`config.mk`:
```
export PLATFORM = sky130hd
export DESIGN_NAME = pipe_hazard_ctrl
export DESIGN_NICKNAME = d
export VERILOG_FILES = /design/src/rtl/pipe_ctrl_pkg.sv /design/src/rtl/pipe_hazard_ctrl_load_use_detect.sv /design/src/rtl/pipe_hazard_ctrl.sv
export SDC_FILE = /design/constraint.sdc
export NUM_CORES = 1
export LEC_CHECK = 0
export CAP_MARGIN = 20
export CORE_UTILIZATION = 30
export CTS_BUF_LIST = sky130_fd_sc_hd__clkbuf_8
export DETAILED_ROUTE_END_ITERATION = 12
export SETUP_SLACK_MARGIN = 0.4
export SYNTH_ARGS = -nofsm -noshare
export SYNTH_HDL_FRONTEND = slang
export SYNTH_SLANG_ARGS = --single-unit
```
`constraint.sdc`:
```
create_clock -name clk -period 6.35 [get_ports clk]
set_clock_uncertainty 0.1 [all_clocks]
set_input_delay 1.905 -clock clk [delete_from_list [all_inputs] [get_ports clk]]
set_output_delay 1.905 -clock clk [all_outputs]
set_load 0.01 [all_outputs]
```
`src/rtl/pipe_ctrl_pkg.sv`:
```
// rtl/pipe_ctrl_pkg.sv - shared types and constants for the pipeline hazard sequencer
package pipe_ctrl_pkg;

  typedef enum logic [1:0] {
    RUN      = 2'd0,
    MEM_WAIT = 2'd1,
    ERR      = 2'd2
  } pipe_state_e;

  localparam int REG_X0 = 0;

  typedef struct packed {
    logic pc;
    logic ifid;
    logic idex;
    logic exme;
    logic mewb;
  } stall_vec_t;

  localparam stall_vec_t STALL_NONE = stall_vec_t'(5'b00000);
  localparam stall_vec_t STALL_ALL  = stall_vec_t'(5'b11111);

endpackage

```
`src/rtl/pipe_hazard_ctrl_load_use_detect.sv`:
```
// rtl/pipe_hazard_ctrl_load_use_detect.sv - load-use comparator between ID sources and EX load destination
module load_use_detect
  import pipe_ctrl_pkg::*;
#(
  parameter int REG_AW = 5
) (
  input  logic [REG_AW-1:0] i_id_rs1,
  input  logic [REG_AW-1:0] i_id_rs2,
  input  logic              i_id_use_rs1,
  input  logic              i_id_use_rs2,
  input  logic [REG_AW-1:0] i_ex_rd,
  input  logic              i_ex_memread,
  output logic              o_hit
);

  logic w_rd_live;
  logic w_rs1_hit;
  logic w_rs2_hit;

  // x0 is hardwired to zero, so a load targeting it never produces a dependency
  assign w_rd_live = i_ex_memread && (i_ex_rd != REG_AW'(REG_X0));
  assign w_rs1_hit = i_id_use_rs1 && (i_id_rs1 == i_ex_rd);
  assign w_rs2_hit = i_id_use_rs2 && (i_id_rs2 == i_ex_rd);
  assign o_hit     = w_rd_live && (w_rs1_hit || w_rs2_hit);

endmodule

```
`src/rtl/pipe_hazard_ctrl.sv`:
```
// rtl/pipe_hazard_ctrl.sv - stall/flush sequencer for the 5-stage core with data-memory timeout
// Optional performance counters are built when PIPE_PERF_CNT_EN is defined.
module pipe_hazard_ctrl
  import pipe_ctrl_pkg::*;
#(
  parameter int REG_AW      = 5,
  parameter int MEM_TIMEOUT = 16
`ifdef PIPE_PERF_CNT_EN
  ,
  parameter int CNT_W       = 32
`endif
) (
  input  logic              clk,
  input  logic              rst,
  input  logic [REG_AW-1:0] i_id_rs1,
  input  logic [REG_AW-1:0] i_id_rs2,
  input  logic              i_id_use_rs1,
  input  logic              i_id_use_rs2,
  input  logic [REG_AW-1:0] i_ex_rd,
  input  logic              i_ex_memread,
  input  logic              i_ex_br_taken,
  input  logic              i_me_mem_access,
  input  logic              i_dmem_ack,
  output logic              o_dmem_req,
  output logic              o_stall_pc,
  output logic              o_stall_ifid,
  output logic              o_stall_idex,
  output logic              o_stall_exme,
  output logic              o_stall_mewb,
  output logic              o_flush_ifid,
  output logic              o_flush_idex,
`ifdef PIPE_PERF_CNT_EN
  output logic [CNT_W-1:0]  o_stall_cycles,
  output logic [CNT_W-1:0]  o_flush_count,
`endif
  output logic              o_mem_err
);

  localparam int CW = $clog2(MEM_TIMEOUT + 1);

  pipe_state_e r_state;
  pipe_state_e w_state_nxt;
  logic [CW-1:0] r_wcnt;
  logic [CW-1:0] w_wcnt_nxt;
  logic r_mem_err;
  logic w_err_set;
  logic w_mem_stall;
  logic w_req;
  logic w_lu_hit;
  stall_vec_t w_stall;
  logic w_flush_ifid;
  logic w_flush_idex;

  load_use_detect #(
    .REG_AW(REG_AW)
  ) u_load_use (
    .i_id_rs1     (i_id_rs1),
    .i_id_rs2     (i_id_rs2),
    .i_id_use_rs1 (i_id_use_rs1),
    .i_id_use_rs2 (i_id_use_rs2),
    .i_ex_rd      (i_ex_rd),
    .i_ex_memread (i_ex_memread),
    .o_hit        (w_lu_hit)
  );

  always_ff @(posedge clk or negedge rst) begin
    if (!rst) begin
      r_state   <= RUN;
      r_wcnt    <= '0;
      r_mem_err <= 1'b0;
    end else begin
      r_state   <= w_state_nxt;
      r_wcnt    <= w_wcnt_nxt;
      r_mem_err <= r_mem_err | w_err_set;
    end
  end

  always_comb begin
    w_state_nxt = r_state;
    w_wcnt_nxt  = r_wcnt;
    w_mem_stall = 1'b0;
    w_req       = 1'b0;
    w_err_set   = 1'b0;
    case (r_state)
      RUN: begin
        w_req = i_me_mem_access;
        if (i_me_mem_access && !i_dmem_ack) begin
          w_mem_stall = 1'b1;
          w_state_nxt = MEM_WAIT;
          w_wcnt_nxt  = CW'(1);
        end
      end
      MEM_WAIT: begin
        w_req = 1'b1;
        if (i_dmem_ack) begin
          w_state_nxt = RUN;
          w_wcnt_nxt  = '0;
        end else if (r_wcnt == CW'(MEM_TIMEOUT)) begin
          w_mem_stall = 1'b1;
          w_state_nxt = ERR;
          w_err_set   = 1'b1;
        end else begin
          w_mem_stall = 1'b1;
          w_wcnt_nxt  = r_wcnt + CW'(1);
        end
      end
      ERR: begin
        w_mem_stall = 1'b1;
      end
      default: begin
        w_state_nxt = RUN;
        w_wcnt_nxt  = '0;
      end
    endcase
  end

  // A held branch is re-evaluated on the ack cycle, when every stage advances again
  always_comb begin
    w_stall      = STALL_NONE;
    w_flush_ifid = 1'b0;
    w_flush_idex = 1'b0;
    if (w_mem_stall) begin
      w_stall = STALL_ALL;
    end else if (i_ex_br_taken) begin
      w_flush_ifid = 1'b1;
      w_flush_idex = 1'b1;
    end else if (w_lu_hit) begin
      w_stall.pc   = 1'b1;
      w_stall.ifid = 1'b1;
      w_flush_idex = 1'b1;
    end
  end

  assign o_dmem_req   = rst & w_req;
  assign o_stall_pc   = rst & w_stall.pc;
  assign o_stall_ifid = rst & w_stall.ifid;
  assign o_stall_idex = rst & w_stall.idex;
  assign o_stall_exme = rst & w_stall.exme;
  assign o_stall_mewb = rst & w_stall.mewb;
  assign o_flush_ifid = rst & w_flush_ifid;
  assign o_flush_idex = rst & w_flush_idex;
  assign o_mem_err    = r_mem_err;

`ifdef PIPE_PERF_CNT_EN
  logic [CNT_W-1:0] r_stall_cycles;
  logic [CNT_W-1:0] r_flush_count;

  // Both counters saturate rather than wrap
  always_ff @(posedge clk or negedge rst) begin
    if (!rst) begin
      r_stall_cycles <= '0;
      r_flush_count  <= '0;
    end else begin
      if ((|w_stall) && !(&r_stall_cycles)) begin
        r_stall_cycles <= r_stall_cycles + CNT_W'(1);
      end
      if (w_flush_idex && !(&r_flush_count)) begin
        r_flush_count <= r_flush_count + CNT_W'(1);
      end
    end
  end

  assign o_stall_cycles = r_stall_cycles;
  assign o_flush_count  = r_flush_count;
`endif

endmodule

```
==> results of run 1 <==
[final cells by class]
cell class	count	share of cell area
multi-input cells	53	0.3878
repair buffers	32	0.3181
flip-flops and latches	8	0.2028
clock buffers	3	0.04183
well taps	27	0.03422
inverters	4	0.01521
[final timing paths]
check,endpoint,depth (start not counted),from
setup / recovery,o_flush_idex,6,i_ex_rd[1]
hold / removal,o_mem_err,1,o_mem_err
setup reg to reg,r_wcnt[0],4,r_state[0]
hold reg to reg,o_mem_err,1,o_mem_err
max in group asynchronous,r_wcnt[0],2,rst
min in group asynchronous,r_wcnt[4],2,rst
[power by group through the flow]
stage	Sequential (mW)	Combinational (mW)	Clock [mW]
6_report	0.0586	0.0476	0.0613
5_1_grt	0.0590	0.0533	0.0661
4_1_cts	0.0585	0.0483	0.0641
3_5_place_dp	0.0592	0.0484	0
3_3_place_gp	0.0595	0.0479	0
2_1_floorplan	0.0585	0.0232	0
[cell usage after synthesis (all sizes together) (2+ instances only)]
cell type,count
inv,4
nor4,2
o21ai,4
ha,2
o31ai,2
xnor2,2
or4,2
o41ai,2
nor2,4
nand3,3
a21oi,3
a21o,2
buf,4
xor2,9
nand2b,2
dfrtp,8
nand2,5
[through the flow]
stage	setup slack, ps	hold slack [ps]	area, µm²	util
after floorplan	1053	345.1	624.3	-
after global placement	285.6	350.8	942.2	0.4802
after detailed placement	248.3	351.4	942.2	0.4802
after CTS	624.9	364.8	987.2	0.5032
after global routing	425.2	378.0	987.2	0.5032
final	618.6	358.9	987.2	0.5032
[worst max-delay path, stage by stage]
cell	delay, ps
clkdlybuf4s50_1	470
xor2_1	190
nor4_1	270
a32oi_1	180
o41ai_1	390
dlygate4sd2_1	320
[registers in the layout (all words and copies together) (netlist names)]
register / cells
r_state: 2
o_mem_err: 1
r_wcnt: 5
[layer usage]
layer	routed length (µm)	up-vias	track usage
li1	-	308	-
met1	674	284	0.1810
met2	715	25	0.2274
met3	152	5	0.04151
met4	32	0	0.1000
met5	0	-	0
[cell usage in the layout, fill, tap and decap left out, drive strengths merged]
cell type / instances
a21o: 2
a21oi: 3
a32oi: 1
a41o: 1
and2: 1
and2b: 1
and3b: 1
buf: 1
clkbuf: 3
clkdlybuf4s50: 28
dfrtp: 8
dlygate4sd2: 3
ha: 2
inv: 4
nand2: 5
nand2b: 2
nand3: 3
nand4: 1
nor2: 4
nor3b: 1
nor4: 2
o21ai: 4
o31a: 1
o31ai: 2
o41ai: 2
or3b: 1
or4: 2
xnor2: 2
xor2: 9
[repair_timing]
action	4_1_cts	5_1_grt
endpoints found under the setup margin	3	0
endpoints found under the hold margin	0	0
gates resized for setup	4	0
hold buffers	0	0
[cells by family (layout without fill, tap and decap cells)]
family	after synthesis	in the layout
buffers and inverters	8	39
AO/OA/AOI/OAI	16	16
adder cells (fa/ha/maj)	2	2
flip-flops	8	8
XOR/XNOR	11	11
AND/OR/NAND/NOR	24	24
==> impl_metrics.py, run 1 <==
metrics = {
    "run_status": {
        "status": "finished, final reports clean",
    },
    "place": {
        "dp_cells": 124,
        "port_buffers": 31,
        "hpwl_mm": 1.258,
        "globalplace.congestion": 0.7755,
    },
    "yosys": {
        "synth_compound_area_frac": 0.1764,
        "synth_nets": 94,
        "synth-edff-count": 0,
        "netlist_area_um2": 624.3,
        "synth_cell_type_count": 29,
        "yosys.area_share.simple": 0.2305,
        "synth_area_leaders": "dfrtp_1 (32%), xor2_1 (13%), ha_1 (4.0%)",
        "synth_flop_cell": "dfrtp_1",
        "muxShareOfSynthArea": 0,
        "ys_ff_latch": 8,
        "syn_inst": 69,
        "synth_top_family_by_area": "simple AND/OR/NAND/NOR gates",
        "synth_fa_ha_area_frac": 0.04008,
        "synth_xor_xnor_area_share": 0.1543,
        "yosysSeqAreaShare": 0.3206,
        "synth_top_cell_by_area": "dfrtp_1",
        "async_flop_share": 1.000,
        "synth_top_area_share": 0.3206,
        "syn_area_per_cell_um2": 9.049,
        "yosysWarnings": 0,
    },
    "pwr": {
        "internal_power_mw": 0.1242,
        "powerDensity_mw_per_mm2": 169.6,
        "switchingPower_mw": 0.04324,
        "p_leak_nw": 0.4476,
        "p_total_mw": 0.1675,
        "seq_power_share": 0.350,
        "peakVddDrop_v": 0.0001038,
        "p_comb_frac": 0.284,
        "p_clk_frac": 0.366,
        "switching_share": 0.2582,
    },
    "cts": {
        "cts_setup_buffers": 0,
        "clock_sinks": 8,
        "cts-root-buf": "clkbuf_8",
        "cts_htree_levels": 1,
        "clock_path_buffers": 2,
        "insertion_delay_ps": 230,
        "cts_buffers": 3,
        "cts_tree": "done",
        "path_clk_slew_ps": 40,
    },
    "setup_path": {
        "endpoint_kind": "primary output",
        "worstPathMaxFanout": 3,
        "rrSetupSlack_ps": 4330,
        "required_ps": 4350,
        "startpoint_type": "input port",
        "path_class": "in2out",
        "arrival_ps": 3730,
    },
    "drt": {
        "drt_iter0_markers": 4,
        "drc": 0,
        "avgViaCountPerCell": 4.898,
        "drt-total-wl_mm": 1.573,
        "vias": 622,
        "postRouteAntennaNets": 0,
        "first_pass_iters": 3,
        "routedWlPerCell_um": 12.39,
    },
    "sta": {
        "max_freq_ghz": 0.1745,
        "rsz0062_at_grt": "no",
        "slew_viol_final": 0,
        "setup-tns-final_ps": 0,
        "min_period_over_period": 0.9026,
        "period_needed_ps": 5731,
        "timing.slew.headroom": 0.7801,
        "setup_viol": 0,
        "worst_slew_pin_slew_ps": 327.1,
        "finalHoldViolCount": 0,
    },
    "global_route": {
        "grt_max_degree": 12,
        "track_usage": 0.1483,
        "grt_first_pass_wirelength_mm": 2.297,
        "gr-total-overflow": 0,
        "antenna_found_initial": 0,
        "grt_pass1_vias": 544,
    },
    "cells_and_area": {
        "fillers": 195,
        "antennaDiodeCount": 0,
        "multi_input_area_um2": 382.9,
        "final_cells": 127,
        "synthToLayoutAreaGrowth_pct": 58.12,
        "nets": 127,
        "regArea_um2": 200.2,
        "drive_above_1_share": 0.08000,
    },
    "floorplanning": {
        "fp.dieArea_mm2": 0.002268,
        "io_pins": 32,
        "coreArea_mm2": 0.001962,
        "dieHeight_um": 47.62,
        "row_count": 16,
        "start_util": 0.3182,
        "die_w_um": 47.62,
    },
    "worst_hold_path": {
        "worstHoldPathType": "reg2reg",
    },
    "job": {
        "max-cap-violations": 0,
    },
}
No activity file was read; power rests on OpenSTA's default activity.
==> run 2, diff against run 1 <==
--- a/config.mk
+++ b/config.mk
@@ -12,4 +12,5 @@
 export SETUP_SLACK_MARGIN = 0.4
 export SYNTH_ARGS = -nofsm -noshare
 export SYNTH_HDL_FRONTEND = slang
+export SYNTH_HIERARCHICAL = 1
 export SYNTH_SLANG_ARGS = --single-unit
==> impl_metrics.py, run 2 <==
metrics = {
    "sta": {
        "period_needed_ps": 5792,
        "finalHoldViolCount": 0,
        "rsz0062_at_grt": "no",
        "max_freq_ghz": 0.1726,
        "timing.slew.headroom": 0.6601,
        "slew_viol_final": 0,
        "worst_slew_pin_slew_ps": 508.2,
        "min_period_over_period": 0.9122,
        "setup_viol": 0,
        "setup-tns-final_ps": 0,
    },
    "cts": {
        "cts_setup_buffers": 0,
        "path_clk_slew_ps": 40,
        "cts-root-buf": "clkbuf_8",
        "insertion_delay_ps": 240,
        "cts_tree": "done",
        "clock_path_buffers": 2,
        "cts_buffers": 3,
        "clock_sinks": 8,
        "cts_htree_levels": 1,
        "cts_hold_buf": 0,
    },
    "yosys": {
        "synth_top_area_share": 0.3025,
        "synth_compound_area_frac": 0.1588,
        "synth_top_family_by_area": "simple AND/OR/NAND/NOR gates",
        "muxShareOfSynthArea": 0.01512,
        "netlist_area_um2": 661.9,
        "async_flop_share": 1.000,
        "synth-edff-count": 0,
        "syn_area_per_cell_um2": 9.734,
        "syn_inst": 68,
        "synth_xor_xnor_area_share": 0.1588,
        "synth_fa_ha_area_frac": 0.03781,
        "ys_ff_latch": 8,
        "synth_area_leaders": "dfrtp_1 (30%), xor2_1 (13%), o2bb2ai_1 (5.3%)",
        "synth_cell_type_count": 31,
        "yosysWarnings": 6,
        "synth_common_cells": "xor2_1 (10), dfrtp_1 (8), nand3_1 (5), nand2b_1 (4), o2bb2ai_1 (4)",
        "yosys.area_share.simple": 0.2590,
        "synth_flop_cell": "dfrtp_1",
        "synth_top_cell_by_area": "dfrtp_1",
        "yosysMostFrequentCell": "xor2_1",
        "synth_nets": 93,
        "yosysSeqAreaShare": 0.3025,
    },
    "cells_and_area": {
        "top_register": "r_wcnt",
        "synthToLayoutAreaGrowth_pct": 53.69,
        "final_common_cell": "clkdlybuf4s50_1",
        "final_cells": 125,
        "layout_common_cells": "clkdlybuf4s50_1 (28), xor2_1 (10), dfrtp_1 (8)",
        "nets": 125,
        "drive_above_1_share": 0.08163,
        "fin_util": 0.5031,
        "antennaDiodeCount": 0,
        "largest_register_ffs": 5,
    },
    "global_route": {
        "grt_pass1_vias": 561,
        "gr-total-overflow": 0,
        "track_usage": 0.1476,
        "antenna_found_initial": 0,
        "grt_max_degree": 14,
        "grt_first_pass_wirelength_mm": 2.539,
    },
    "setup_path": {
        "endpoint_kind": "primary output",
        "startpoint_type": "input port",
        "path_buf_inv": 2,
        "required_ps": 4350,
        "cp.depth": 8,
        "worstPathMaxFanout": 3,
        "cp_cell_sequence": "clkdlybuf4s50_1, xor2_1, nor4_2, nand3_1, a21oi_2, nand2b_1, a21boi_0, dlygate4sd2_1",
        "arrival_ps": 3790,
        "path_delay_family": "buffers and inverters",
        "max_stage_delay_ps": 460,
        "path_class": "in2out",
        "slowest_stage": "clkdlybuf4s50_1",
        "worstRegToRegCells": 5,
    },
    "drt": {
        "postRouteAntennaNets": 0,
        "drt_iter0_markers": 14,
        "avgViaCountPerCell": 4.688,
        "drc": 0,
        "first_pass_iters": 3,
        "drt-total-wl_mm": 1.563,
        "routedWlPerCell_um": 12.50,
        "vias": 586,
    },
    "floorplanning": {
        "fp.dieArea_mm2": 0.002398,
        "row_count": 16,
        "io_pins": 32,
        "dieHeight_um": 48.97,
        "die_w_um": 48.97,
        "start_util": 0.3274,
        "coreArea_mm2": 0.002022,
    },
    "pwr": {
        "powerDensity_mw_per_mm2": 165.1,
        "p_total_mw": 0.1679,
        "peakVddDrop_v": 0.00009125,
        "p_leak_nw": 0.4295,
    },
    "worst_hold_path": {
        "min_path_cells": 1,
        "worstHoldPathType": "reg2reg",
    },
    "run_status": {
        "status": "finished, final reports clean",
    },
    "job": {
        "max-cap-violations": 0,
    },
    "place": {
        "dp_cells": 122,
        "hpwl_mm": 1.203,
        "port_buffers": 31,
        "globalplace.congestion": 0.7505,
    },
}
-- run 2: stage by stage --
step | hold WS (ps) | worst slack (ps) | area (µm²)
after floorplan | 397.3 | 1157 | 661.9
after global placement | 358.7 | 241.5 | 972.2
after detailed placement | 354.0 | 243.0 | 972.2
after CTS | 377.2 | 422.7 | 1011
after global routing | 394.1 | 421.3 | 1017
final | 374.2 | 557.5 | 1017
-- run 2: cell type report --
| cell class | instances | area, µm² |
|---|---|---|
| clock buffers | 3 | 41.29 |
| fillers | 199 | 1005 |
| repair buffers | 31 | 310.3 |
| flip-flops and latches | 8 | 200.2 |
| well taps | 27 | 33.78 |
| inverters | 3 | 11.26 |
| multi-input cells | 53 | 420.4 |
-- run 2: path summary, 6_finish.rpt --
| path | start | end | slack [ps] |
|---|---|---|---|
| min reg2reg | o_mem_err | o_mem_err | 370 |
| max reg2reg | r_wcnt[0] | r_wcnt[2] | 4830 |
| min | o_mem_err | o_mem_err | 370 |
| max | i_ex_rd[1] | o_stall_ifid | 560 |
| max in group asynchronous | rst | o_mem_err | 3890 |
| min in group asynchronous | rst | r_wcnt[2] | 1910 |
-- run 2: cells by family (layout without fill, tap and decap cells) --
family,count (synthesis),count (layout)
buffers and inverters,7,37
XOR/XNOR,12,12
adder cells (fa/ha/maj),2,2
AND/OR/NAND/NOR,24,24
flip-flops,8,8
multiplexers,1,1
AO/OA/AOI/OAI,14,14
-- run 2: metal layers --
layer	share of wire	track usage	wire length (µm)
met5	0	0	0
met4	0.033	0.1275	51
met3	0.040	0.04361	63
met2	0.44	0.2083	693
met1	0.48	0.1811	755
-- run 2: worst register-to-register path, stage by stage, from the launching register on --
cell and delay [ps]:
dfrtp_1 400, inv_1 90, ha_1 150, and4bb_4 290, nor4b_2 60, or3_1 300
-- run 2: power by group --
part | internal [mW] | switching [mW]
clock network | 0.0412 | 0.0212
registers | 0.0545 | 0.00469
logic | 0.0278 | 0.0186
-- run 2: timing repair --
action                                  in CTS  in global routing
resized for setup                            2                  2
endpoints found under the setup margin       2                  3
pin swaps                                    0                  2
==> run 3, diff against run 2 <==
--- a/config.mk
+++ b/config.mk
@@ -6,9 +6,11 @@
 export NUM_CORES = 1
 export LEC_CHECK = 0
 export CAP_MARGIN = 20
-export CORE_UTILIZATION = 30
+export CORE_UTILIZATION = 44
 export CTS_BUF_LIST = sky130_fd_sc_hd__clkbuf_8
 export DETAILED_ROUTE_END_ITERATION = 12
+export GPL_ROUTABILITY_DRIVEN = 0
+export PLACE_DENSITY = 0.86
 export SETUP_SLACK_MARGIN = 0.4
 export SYNTH_ARGS = -nofsm -noshare
 export SYNTH_HDL_FRONTEND = slang
==> impl_metrics.py, run 3 (synthesis results as in run 2) <==
metrics = {
    "drt": {
        "postRouteAntennaNets": 0,
        "routedWlPerCell_um": 13.49,
        "drc": 0,
        "drt_iter0_markers": 3,
        "first_pass_iters": 4,
        "avgViaCountPerCell": 5.307,
        "vias": 605,
        "drt-total-wl_mm": 1.538,
    },
    "global_route": {
        "grt_max_degree": 14,
        "antenna_found_initial": 0,
        "grt_pass1_vias": 521,
        "track_usage": 0.1869,
        "grt_first_pass_wirelength_mm": 2.035,
        "gr-total-overflow": 0,
    },
    "worst_hold_path": {
        "min_path_cells": 1,
        "worstHoldPathType": "reg2reg",
    },
    "place": {
        "port_buffers": 31,
        "place_ws_ps": 274.5,
    },
    "floorplanning": {
        "row_count": 13,
        "die_w_um": 40.79,
        "start_util": 0.4903,
        "coreArea_mm2": 0.001350,
        "fp.dieArea_mm2": 0.001663,
        "io_pins": 32,
        "dieHeight_um": 40.79,
    },
    "cells_and_area": {
        "drive_above_1_share": 0.1010,
        "antennaDiodeCount": 0,
        "largest_register_ffs": 5,
        "layout_common_cells": "clkdlybuf4s50_1 (28), xor2_1 (10), dfrtp_1 (8)",
        "nets": 126,
        "synthToLayoutAreaGrowth_pct": 53.50,
        "final_common_cell": "clkdlybuf4s50_1",
        "top_register": "r_wcnt",
    },
    "sta": {
        "rsz0062_at_grt": "no",
        "setup_viol": 0,
        "setup-tns-final_ps": 0,
        "max_freq_ghz": 0.1725,
        "setup_ws_ps": 554.2,
        "min_period_over_period": 0.9127,
        "period_needed_ps": 5796,
        "slew_viol_final": 0,
        "finalHoldViolCount": 0,
        "worst_slew_pin_slew_ps": 312.8,
        "timing.slew.headroom": 0.7909,
    },
    "setup_path": {
        "worstRegToRegCells": 5,
        "startpoint_type": "input port",
        "required_ps": 4350,
        "rrSetupSlack_ps": 4830,
        "cp_cell_sequence": "clkdlybuf4s50_1, or4_1, o21ai_1, a21oi_2, o211a_1, clkdlybuf4s50_1",
        "cp_common_cell": "clkdlybuf4s50_1",
        "worstPathMaxFanout": 3,
        "slowest_stage": "or4_1",
        "path_class": "in2out",
        "endpoint_kind": "primary output",
        "arrival_ps": 3790,
        "max_stage_delay_ps": 520,
    },
    "cts": {
        "cts_hold_buf": 0,
        "cts_htree_levels": 1,
        "clock_path_buffers": 2,
        "path_clk_slew_ps": 40,
        "clock_sinks": 8,
        "cts_buffers": 3,
        "insertion_delay_ps": 230,
        "cts_tree": "done",
        "cts-root-buf": "clkbuf_8",
    },
    "pwr": {
        "peakVddDrop_v": 0.0001131,
        "powerDensity_mw_per_mm2": 164.2,
        "p_leak_nw": 0.4284,
        "p_total_mw": 0.1668,
    },
    "run_status": {
        "status": "finished, final reports clean",
    },
    "job": {
        "max-cap-violations": 0,
    },
}
==> run 3: critical path: cells and delay by family <==
kind                   cells  cell delay, ps
AOI/OAI and AO/OA          3             410
buffers and inverters      2             960
and+or+nand+nor            1             520
==> run 3: area by class of cell <==
type | instances | area (µm²)
Inverter | 3 | 11.26
Sequential cell | 8 | 200.2
Multi-Input combinational cell | 53 | 426.7
Timing Repair Buffer | 32 | 317.8
Tap cell | 15 | 18.77
Fill cell | 96 | 334.1
Clock buffer | 3 | 41.29
==> run 3: power breakdown <==
group,internal [mW],switching [mW],leakage (nW)
logic,0.0285,0.0196,0.299
clock network,0.0410,0.0189,0.0216
registers,0.0545,0.00439,0.107
total,0.124,0.0428,0.428
==> run 3: timing repair <==
item,in CTS,in global routing
setup endpoints to repair,2,1
resized for setup,2,3
setup buffers,0,0
==> run 3: path summary, 6_finish.rpt <==
path | startpoint | endpoint
max | i_ex_rd[4] | o_flush_idex
min | o_mem_err | o_mem_err
max reg2reg | r_wcnt[0] | r_wcnt[2]
min reg2reg | o_mem_err | o_mem_err
max in group asynchronous | rst | o_mem_err
min in group asynchronous | rst | r_wcnt[2]
==> run 3: stage by stage <==
| stage | cell area [µm²] | hold WS [ps] | std cells | utilization |
|---|---|---|---|---|
| after floorplan | 661.9 | 397.3 | 68 | - |
| after global placement | 964.7 | 352.6 | 111 | 0.7146 |
| after detailed placement | 964.7 | 374.4 | 111 | 0.7146 |
| after CTS | 1003 | 382.5 | 114 | 0.7433 |
| after global routing | 1016 | 396.9 | 114 | 0.7525 |
| final | 1016 | 372.1 | 114 | 0.7525 |
==> run 3: metal layers <==
metal,part of all wire,GRT usage,up-vias
li1,-,-,307
met4,0,0.01667,0
met5,0,0,-
met1,0.40,0.2138,283
met3,0.043,0.08696,0
met2,0.55,0.3242,15
